**config.mk**
```make
export PLATFORM = sky130hd
export DESIGN_NAME = vga_sync_flat
export DESIGN_NICKNAME = d
export VERILOG_FILES = /design/src/rtl/vga_sync_if.sv /design/src/rtl/vga_sync.sv /design/src/flat_wrapper.sv
export SDC_FILE = /design/constraint.sdc
export NUM_CORES = 1
export LEC_CHECK = 0
export ABC_AREA = 1
export CAP_MARGIN = 15
export CORE_UTILIZATION = 44
export CTS_CLUSTER_DIAMETER = 60
export CTS_CLUSTER_SIZE = 20
export DETAILED_ROUTE_END_ITERATION = 7
export PLACE_DENSITY = 0.69
export SLEW_MARGIN = 15
export SYNTH_ARGS = -nofsm -noshare
export SYNTH_HDL_FRONTEND = slang
export SYNTH_SLANG_ARGS = --single-unit
```
**constraint.sdc**
```tcl
create_clock -name clk -period 3.81 [get_ports clk]
set_input_delay 0.5715 -clock clk [delete_from_list [all_inputs] [get_ports clk]]
set_output_delay 0.5715 -clock clk [all_outputs]
set_load 0.03 [all_outputs]
```
**src/rtl/vga_sync_if.sv**
```systemverilog
// Pixel-timing bundle between the VGA sync generator and whatever consumes
// its raster position. The generator side is the master: it receives the
// pixel enable and drives sync, blanking and position back out.
interface vga_sync_if;
  logic       tick;
  logic       hsync;
  logic       vsync;
  logic       video_on;
  logic [9:0] pixel_x;
  logic [9:0] pixel_y;
  logic       line_end;
  logic       frame_end;

  modport master (
    input  tick,
    output hsync, vsync, video_on, pixel_x, pixel_y, line_end, frame_end
  );

  modport slave (
    output tick,
    input  hsync, vsync, video_on, pixel_x, pixel_y, line_end, frame_end
  );
endinterface

```
**src/rtl/vga_sync.sv**
```systemverilog
// VGA raster timing generator. Walks a pixel/line counter pair at the rate
// of the incoming pixel enable and produces active-low syncs, the visible
// area flag and end-of-line / end-of-frame strobes. Sync and blanking are
// registered from the next-state counters so they line up with the
// position presented in the same cycle.
module vga_sync #(
  parameter int H_DISPLAY = 640,
  parameter int H_FRONT   = 16,
  parameter int H_SYNC    = 96,
  parameter int H_BACK    = 48,
  parameter int V_DISPLAY = 480,
  parameter int V_FRONT   = 10,
  parameter int V_SYNC    = 2,
  parameter int V_BACK    = 33
) (
  input logic clk,
  input logic reset,
  vga_sync_if.master bus
);

  localparam int H_TOTAL = H_DISPLAY + H_FRONT + H_SYNC + H_BACK;
  localparam int V_TOTAL = V_DISPLAY + V_FRONT + V_SYNC + V_BACK;

  localparam logic [9:0] H_LAST       = 10'(H_TOTAL - 1);
  localparam logic [9:0] V_LAST       = 10'(V_TOTAL - 1);
  localparam logic [9:0] H_VISIBLE    = 10'(H_DISPLAY);
  localparam logic [9:0] V_VISIBLE    = 10'(V_DISPLAY);
  localparam logic [9:0] H_SYNC_START = 10'(H_DISPLAY + H_FRONT);
  localparam logic [9:0] H_SYNC_STOP  = 10'(H_DISPLAY + H_FRONT + H_SYNC);
  localparam logic [9:0] V_SYNC_START = 10'(V_DISPLAY + V_FRONT);
  localparam logic [9:0] V_SYNC_STOP  = 10'(V_DISPLAY + V_FRONT + V_SYNC);

  logic [9:0] x_q, y_q;
  logic [9:0] x_d, y_d;
  logic       hsync_q, vsync_q, video_on_q;
  logic       hsync_d, vsync_d, video_on_d;
  logic       at_line_last;
  logic       at_frame_last;

  assign at_line_last  = (x_q == H_LAST);
  assign at_frame_last = (y_q == V_LAST);

  // Next raster position: advance one pixel per tick, wrapping line and frame.
  always_comb begin
    x_d = x_q;
    y_d = y_q;
    if (bus.tick) begin
      if (at_line_last) begin
        x_d = 10'd0;
        y_d = at_frame_last ? 10'd0 : y_q + 10'd1;
      end else begin
        x_d = x_q + 10'd1;
      end
    end
  end

  // Decode sync and visible area from the upcoming position, not the current one.
  always_comb begin
    hsync_d    = !((x_d >= H_SYNC_START) && (x_d < H_SYNC_STOP));
    vsync_d    = !((y_d >= V_SYNC_START) && (y_d < V_SYNC_STOP));
    video_on_d = (x_d < H_VISIBLE) && (y_d < V_VISIBLE);
  end

  // State only moves on a pixel enable; reset parks the raster at the origin.
  always_ff @(posedge clk or posedge reset) begin
    if (reset) begin
      x_q        <= 10'd0;
      y_q        <= 10'd0;
      hsync_q    <= 1'b1;
      vsync_q    <= 1'b1;
      video_on_q <= 1'b1;
    end else if (bus.tick) begin
      x_q        <= x_d;
      y_q        <= y_d;
      hsync_q    <= hsync_d;
      vsync_q    <= vsync_d;
      video_on_q <= video_on_d;
    end
  end

  assign bus.pixel_x   = x_q;
  assign bus.pixel_y   = y_q;
  assign bus.hsync     = hsync_q;
  assign bus.vsync     = vsync_q;
  assign bus.video_on  = video_on_q;
  assign bus.line_end  = !reset && bus.tick && at_line_last;
  assign bus.frame_end = bus.line_end && at_frame_last;

endmodule

```
**src/flat_wrapper.sv**
```systemverilog
// flat-port wrapper written by rule: the top's interface ports become plain ports
module vga_sync_flat 
#(
  parameter int H_DISPLAY = 640,
  parameter int H_FRONT   = 16,
  parameter int H_SYNC    = 96,
  parameter int H_BACK    = 48,
  parameter int V_DISPLAY = 480,
  parameter int V_FRONT   = 10,
  parameter int V_SYNC    = 2,
  parameter int V_BACK    = 33
)
  (clk, reset, bus_tick, bus_hsync, bus_vsync, bus_video_on, bus_pixel_x, bus_pixel_y, bus_line_end, bus_frame_end);
  vga_sync_if bus_i ();
  input logic clk;
  input logic reset;
  input wire logic [$bits(bus_i.tick)-1:0] bus_tick;
  output wire logic [$bits(bus_i.hsync)-1:0] bus_hsync;
  output wire logic [$bits(bus_i.vsync)-1:0] bus_vsync;
  output wire logic [$bits(bus_i.video_on)-1:0] bus_video_on;
  output wire logic [$bits(bus_i.pixel_x)-1:0] bus_pixel_x;
  output wire logic [$bits(bus_i.pixel_y)-1:0] bus_pixel_y;
  output wire logic [$bits(bus_i.line_end)-1:0] bus_line_end;
  output wire logic [$bits(bus_i.frame_end)-1:0] bus_frame_end;
  assign bus_i.tick = bus_tick;
  assign bus_hsync = bus_i.hsync;
  assign bus_vsync = bus_i.vsync;
  assign bus_video_on = bus_i.video_on;
  assign bus_pixel_x = bus_i.pixel_x;
  assign bus_pixel_y = bus_i.pixel_y;
  assign bus_line_end = bus_i.line_end;
  assign bus_frame_end = bus_i.frame_end;
  vga_sync #(.H_DISPLAY(H_DISPLAY), .H_FRONT(H_FRONT), .H_SYNC(H_SYNC), .H_BACK(H_BACK), .V_DISPLAY(V_DISPLAY), .V_FRONT(V_FRONT), .V_SYNC(V_SYNC), .V_BACK(V_BACK)) u_core (.clk(clk), .reset(reset), .bus(bus_i));
endmodule
```
# Yosys cells after proc, flatten, opt, wreduce, memory -nomap -nowiden
# Cells that the tools add are included.
dict set report word_totals {
  latch_bits 0
  ff_bits 23
  memories 0
  ramBits 0
  romBits 0
  elab_cells 29
  input_bits 3
}
dict set report op_classes {
  mul 0
  shifts 0
  magnitude_cmp 6
  bitwise 0
  n_eq_ne 2
  muxes 5
  div 0
  reduce_logical 9
  add_sub_neg 2
}
# cell count
set ops {}
lappend ops {{two-way mux 10 bit} 5}
lappend ops {{adder 10 x 1 -> 10 bit, second input constant} 2}
lappend ops {{equality test 10 bit, second input constant} 2}
lappend ops {{less-than comparator 10 bit, second input constant} 2}
lappend ops {{less-than comparator 10 x 9 -> 1 bit, second input constant} 2}
lappend ops {{>= comparator 10 bit, second input constant} 1}
lappend ops {{>= comparator 10 x 9 -> 1 bit, second input constant} 1}
lappend ops {{logical AND 1 bit} 6}
lappend ops {{logical NOT 1 bit} 3}

# Depth between registers and ports, before layout
# Gate-level depths: netlist (run 1).
dict set report depth {
  word_depth 7
  depth_mapped 14
  mapped_depth_nobuf 14
}

# Worst setup path before layout (run 1)
# No wires, ideal clock.
dict set report synth_timing {
  path_kind {flip-flop to output port}
  start {reg u_core.x_q[0], in the netlist u_core.bus.pixel_x[0]}
  end {out bus_frame_end}
  slack_ps 1223
  path_stages_with_launch 8
  arrival_time_ps 2015
  path_cell_list {dfrtp_1 ha_1 nand2_2 nor2_4 nand2_4 nor2_8 inv_2 nor3_1}
}
dict set report synth_via {
  elab_chain_cells 3
}
# item line_no
set synth_lines {}
lappend synth_lines {{start: declaration} vga_sync.sv:33} ;# logic [9:0] x_q, y_q;
lappend synth_lines {{start signal: assignment} vga_sync.sv:67} ;# x_q <= 10'd0;
lappend synth_lines {{start signal: assignment} vga_sync.sv:73} ;# x_q <= x_d;
lappend synth_lines {{equality test 10 bit} vga_sync.sv:40} ;# assign at_line_last = (x_q == H_LAST);
lappend synth_lines {{logical AND 1 bit} vga_sync.sv:86} ;# assign bus.line_end = !reset && bus.tick && at_line_last;
lappend synth_lines {{logical AND 1 bit} vga_sync.sv:87} ;# assign bus.frame_end = bus.line_end && at_frame_last;
lappend synth_lines {{end: declaration} flat_wrapper.sv:24} ;# output wire logic [$bits(bus_i.frame_end)-1:0] bus_frame_end;
# Every way passes these cells.

# Final worst setup path (run 1)
dict set report layout_timing {
  start {in bus_tick}
  end {out bus_frame_end}
}
dict set report layout_via {
  elab_chain_cells 3
}
# item line_no
set layout_lines {}
lappend layout_lines {{start: declaration} flat_wrapper.sv:17} ;# input wire logic [$bits(bus_i.tick)-1:0] bus_tick;
lappend layout_lines {{logical AND 1 bit (2 in a row)} vga_sync.sv:86}
lappend layout_lines {{logical AND 1 bit} vga_sync.sv:87}
# Every way passes these cells.

==> results by group, run 1 <==
Status
  • Status: complete, no violations

Synth
  • Syn nets: 231
  • Synth cell types: 27
  • Async SR Flop Fraction: 100%
  • Mapped Area: 1530 sq um
  • EDFF count, synth: 0
  • Largest area contributor in the netlist: dfrtp_1
  • Share of the synthesized area in the top cell type: 32.7%
  • Syn Inst Count: 225
  • Seq/Total Area, Yosys: 37.8%
  • Prevailing post-synth register cell: dfrtp_1
  • Ranking of synthesized cells by area: dfrtp_1, nand2_1, inv_1
  • Number of synthesized register bits: 23
  • Yosys warnings: 0
  • Commonest cells in the synthesized netlist: nand2_1, inv_1, nor2_1, nand3_1, dfrtp_1
  • Most frequent cell after synthesis: nand2_1
  • Avg Cell Area, Syn: 6.81 sq um

Drt
  • DR iter-0 viols: 87
  • Vias: 1,466
  • Routed wire length: 3420 microns
  • ANT nets after route: 0
  • Vias per std cell: 4.87
  • Detailed Routing Iterations Pass 1: 4
  • Routed length per instance: 11.4 microns
  • Residual DRC count: 0

Global route
  • Largest net degree at the start of global routing: 24
  • GRT overflow: 0
  • Initial antenna violation count: 0
  • Vias in the first global route: 1,156
  • Global-route wire length before repair: 5510 microns
  • Total GRT Usage: 20.2%

CTS
  • Clock buffer count from CTS: 3
  • Worst-Skew Late Latency: 0.32 ns
  • Max Root-Sink Buffers: 2
  • Clock transition at path regs: 0.14 ns
  • Post-CTS setup repair buffer count: 0
  • H-tree depth: 1
  • CTS tree: built
  • Resize count post-CTS: 0
  • Root Driver: clkbuf_4
  • Sink Count: 23
  • Hold_buf cts: 0

Place
  • IO buf count: 27
  • GPL Wtd Cong: 0.902
  • Post-DP HPWL: 2630 microns

STA
  • Max Slew Vio Count: 0
  • RSZ-0062 raised after global routing: false
  • Final Cycle Share: 83.8%
  • Final setup fails: 0
  • Final Hold Viols: 0
  • Worst-margin pin slew: 0.879 ns
  • Worst Skew: 0.0134 ns
  • Fmax: 313 MHz
  • Min Tclk post-route: 3.19 ns
  • Relative slew slack: 41.3%
  • Hold WS: 0.505 ns
  • Post-Route Setup TNS: 0 ns

Setup path
  • Worst endpoint data arrival time: 2.62 ns
  • Setup crit end kind: primary output
  • Required @ worst endpoint: 3.24 ns
  • WS Path Type: input pin to primary output
  • CP max FO: 16
  • CP Launch Type: input pin

Floorplan
  • Num rows: 21
  • IO Pins: 28
  • Die area: 3720 sq um
  • Core area: 3340 sq um
  • Die Y: 61.0 microns
  • Effective utilization at floorplan: 45.9%
  • Die X: 61.0 microns

Final layout
  • Antenna cells: 0
  • Layout Nets: 262
  • Synth-to-layout area growth: 22.3%
  • Fraction of layout cells with a size suffix above 1: 8.24%

Pwr
  • Leak Pwr: 0.955 nW
  • Worst vdd ir: 0.325 mV
  • PD cells: 553 nW/um^2

Min path
  • HP Class: flip-flop to flip-flop

Run
  • Max-cap violations: 0
[worst paths after layout]
check / start / to / slack (ns) / cells past startpoint
min: u_core.bus.hsync$_DFFE_PP1P_ / u_core.bus.hsync$_DFFE_PP1P_ / 0.50 / 2
max: bus_tick / bus_frame_end / 0.62 / 8
max reg2reg: u_core.bus.pixel_x[0]$_DFFE_PP0P_ / u_core.bus.vsync$_DFFE_PP1P_ / 1.77 / 12
min in group asynchronous: reset / u_core.bus.pixel_x[2]$_DFFE_PP0P_ / 0.78 / 2
min reg2reg: u_core.bus.hsync$_DFFE_PP1P_ / u_core.bus.hsync$_DFFE_PP1P_ / 0.50 / 2
max in group asynchronous: reset / u_core.bus.pixel_y[0]$_DFFE_PP0P_ / 2.48 / 2
[registers in the layout (all words and copies together) (netlist names)]
signal	flops
u_core.bus.pixel_x	10
u_core.bus.pixel_y	10
u_core.bus.hsync	1
u_core.bus.video_on	1
u_core.bus.vsync	1
[report_power, final]
group	total (W)	internal (W)	switching [W]
Clock	0.000119	0.0000409	0.0000785
Sequential	0.000387	0.000306	0.0000802
Combinational	0.000529	0.000195	0.000334
[worst max-delay path, cell delays in order]
cell and delay, ns:
clkdlybuf4s50_1 0.49, inv_2 0.09, nor2_4 0.13, nand2_4 0.08, nor2_8 0.24, inv_2 0.13, nor3_1 0.19, clkdlybuf4s50_1 0.70
[placed cells by master, fill, tap and decap left out, drive strengths merged]
| cell type | Yosys | routed |
|---|---|---|
| inv | 47 | 47 |
| xor2 | 1 | 1 |
| dfrtp | 20 | 20 |
| ha | 3 | 3 |
| a21oi | 6 | 6 |
| o21bai | 1 | 1 |
| buf | 2 | 1 |
| nor2 | 33 | 33 |
| nor3 | 7 | 7 |
| xnor2 | 1 | 1 |
| nand3 | 27 | 27 |
| dfstp | 3 | 3 |
| nand4 | 7 | 7 |
| nand2 | 54 | 54 |
| clkdlybuf4s50 | 0 | 27 |
| o21ai | 11 | 11 |
| clkbuf | 0 | 4 |
| or2 | 2 | 2 |
[per-layer routing]
layer / vias up / GRT usage, % / part of all wire, %
li1: 761 / - / -
met3: 2 / 1.92 / 5.9
met4: 0 / 4.87 / 0.61
met1: 660 / 32.0 / 51
met5: - / 0 / 0
met2: 43 / 29.5 / 42
[metrics by stage]
step	util (%)	total power, W	cell area, sq um	setup WS [ns]	instances
2_1_floorplan	-	0.000733	1530	1.22	225
3_3_place_gp	55.3	0.000926	1850	0.669	297
3_5_place_dp	55.3	0.000920	1850	0.631	297
4_1_cts	56.1	0.00104	1870	0.612	301
5_1_grt	56.1	0.00111	1870	0.493	301
6_report	56.1	0.00104	1870	0.616	301
[layout make-up]
| type | instances | area, sq um |
|---|---|---|
| fillers | 325 | 1460 |
| flip-flops and latches | 23 | 579 |
| multi-input cells | 153 | 756 |
| inverters | 47 | 176 |
| repair buffers | 28 | 278 |
| well taps | 46 | 57.6 |
| clock buffers | 4 | 26.3 |
[cells by family (layout without fill, tap and decap cells)]
logic type	count (synthesis)	count (layout)	synth area share, %
xor+xnor	2	2	1.14
buf+inv	49	79	12.8
compound gates	18	18	6.29
simple gates	130	130	39.5
flops	23	23	37.8
fa+ha+maj	3	3	2.45
Note: power is estimated with default switching activity, not from simulation.
==> run 2, diff against run 1 <==
clock period = 2.95 ns   (was 3.81 ns; I/O delays follow)
==> results by group, run 2 (same netlist as run 1, synthesis figures left out) <==
Status
  • Status: complete, no violations

Setup path
  • Setup crit end kind: primary output
  • Flop-to-flop setup slack: 0.88 ns
  • Reg-to-Reg Start: u_core.bus.pixel_x[0]$_DFFE_PP0P_
  • WS Path Type: flip-flop to primary output
  • Required @ worst endpoint: 2.51 ns
  • Worst endpoint data arrival time: 2.11 ns
  • CP Launch Type: flip-flop
  • CP Launch Point: u_core.bus.pixel_x[0]$_DFFE_PP0P_
  • Slowest-stage cell, CP: dfrtp_1
  • CP max FO: 16
  • Cell Chain, Critical Path: ha_1 -> nand2_2 -> nor2_4 -> nand2_4 -> nor2_8 -> inv_2 -> nor3_1 -> buf_4
  • CP max stage delay: 0.47 ns

Floorplan
  • Die Y: 61.0 microns
  • Die area: 3720 sq um
  • Effective utilization at floorplan: 45.9%
  • Num rows: 21
  • Die X: 61.0 microns
  • IO Pins: 28
  • Core area: 3340 sq um

Global route
  • Met2 global-route usage: 33.1%
  • Total GRT Usage: 21.9%
  • Largest net degree at the start of global routing: 24
  • Global routing's busiest layer: met1
  • GRT overflow: 0
  • Met3 usage: 1.92%
  • Met1 usage: 33.2%
  • Initial antenna violation count: 0
  • Global-route wire length before repair: 6070 microns
  • Vias in the first global route: 1,362

Pwr
  • PD cells: 718 nW/um^2
  • Switching part of the total: 47.9%
  • Clk network pwr share: 11.1%
  • Combinational Power Share: 51.2%
  • Tot Pwr: 0.00134 W
  • Leak Pwr: 0.962 nW
  • Worst vdd ir: 0.501 mV
  • Sequential share of power: 37.7%
  • Pint: 0.000698 W
  • Net Switching: 0.000643 W

Drt
  • Detailed Routing Iterations Pass 1: 4
  • Vias per std cell: 4.90
  • ANT nets after route: 0
  • Routed wire length: 3610 microns
  • Vias: 1,475
  • Routed length per instance: 12.0 microns
  • Residual DRC count: 0
  • DR iter-0 viols: 104

CTS
  • Sink Count: 23
  • Root Driver: clkbuf_4
  • Post-CTS setup repair buffer count: 0
  • Resize count post-CTS: 0
  • H-tree depth: 1
  • Max Root-Sink Buffers: 2
  • Worst-Skew Late Latency: 0.31 ns
  • Clock transition at path regs: 0.14 ns
  • Clock buffer count from CTS: 3
  • CTS tree: built
  • Hold_buf cts: 0

STA
  • Worst Skew: 0.00736 ns
  • Fmax: 392 MHz
  • Final setup fails: 0
  • RSZ-0062 raised after global routing: false
  • Final Hold Viols: 0
  • Final Cycle Share: 86.4%
  • Post-Route Setup TNS: 0 ns
  • Max Slew Vio Count: 0
  • Min Tclk post-route: 2.55 ns
  • Worst-margin pin slew: 0.854 ns
  • Relative slew slack: 43.0%
  • PnR worst setup slack: 0.401 ns

Final layout
  • Antenna cells: 0
  • Layout Nets: 262
  • Synth-to-layout area growth: 22.1%
  • Design area: 1870 sq um
  • Fraction of layout cells with a size suffix above 1: 9.41%
  • Most common cell after layout, fill and taps aside: nand2_1
  • Most frequent cells in the layout: nand2_1, inv_1, nor2_1

Min path
  • HP Class: flip-flop to flip-flop
  • Worst hold start: u_core.bus.video_on$_DFFE_PP1P_

Place
  • Pre-CTS WS: 0.502 ns
  • Placed inst area: 1840 sq um
  • Post-DP HPWL: 2760 microns
  • IO buf count: 27
  • GPL Wtd Cong: 0.878

Run
  • Max-cap violations: 0
[run 2: metrics by stage]
stage | hold WS [ns] | utilization, % | instances
after CTS | 0.490 | 56.0 | 301
after global placement | 0.482 | 55.2 | 297
after global routing | 0.496 | 56.0 | 301
after floorplan | 0.442 | - | 225
final | 0.489 | 56.0 | 301
after detailed placement | 0.468 | 55.2 | 297
[run 2: final timing paths]
path | to | depth (start not counted)
setup / recovery | bus_frame_end | 8
hold / removal | u_core.bus.video_on$_DFFE_PP1P_ | 2
setup reg to reg | u_core.bus.vsync$_DFFE_PP1P_ | 12
hold reg to reg | u_core.bus.video_on$_DFFE_PP1P_ | 2
max in group asynchronous | u_core.bus.pixel_x[4]$_DFFE_PP0P_ | 2
min in group asynchronous | u_core.bus.pixel_y[5]$_DFFE_PP0P_ | 2
[run 2: power groups by stage]
stage	sequential, W	clock [W]	combinational [W]
finish	0.000506	0.000149	0.000686
global route	0.000520	0.000169	0.000756
CTS	0.000506	0.000156	0.000688
detailed placement	0.000512	0	0.000686
global placement	0.000511	0	0.000686
floorplan	0.000639	0	0.000307
[run 2: worst max-delay path: cells and delay by family (launching register included)]
kind / cells / cell delay (ns)
and+or+nand+nor: 5 / 0.73
DFF: 1 / 0.47
buffers and inverters: 2 / 0.32
adders and majority gates: 1 / 0.26
[run 2: layer usage]
layer	up-vias	wire, microns	share of wire, %
li1	758	-	-
met1	681	1850	51
met2	32	1560	43
met3	4	156	4.3
met4	0	39	1.1
met5	-	0	0
[run 2: layout make-up]
cell class,instances,area [sq um]
sequential,23,579
clock inverter,1,5.00
clock buffer,3,22.5
inverter,47,176
fill,333,1470
timing repair buffer,28,273
multi-input combinational,153,756
tap,46,57.6
==> run 3, diff against run 2 <==
CORE_MARGIN = 1   (was default)
==> results of run 3 <==
Final layout, timing and power as in run 2 (identical DEF).
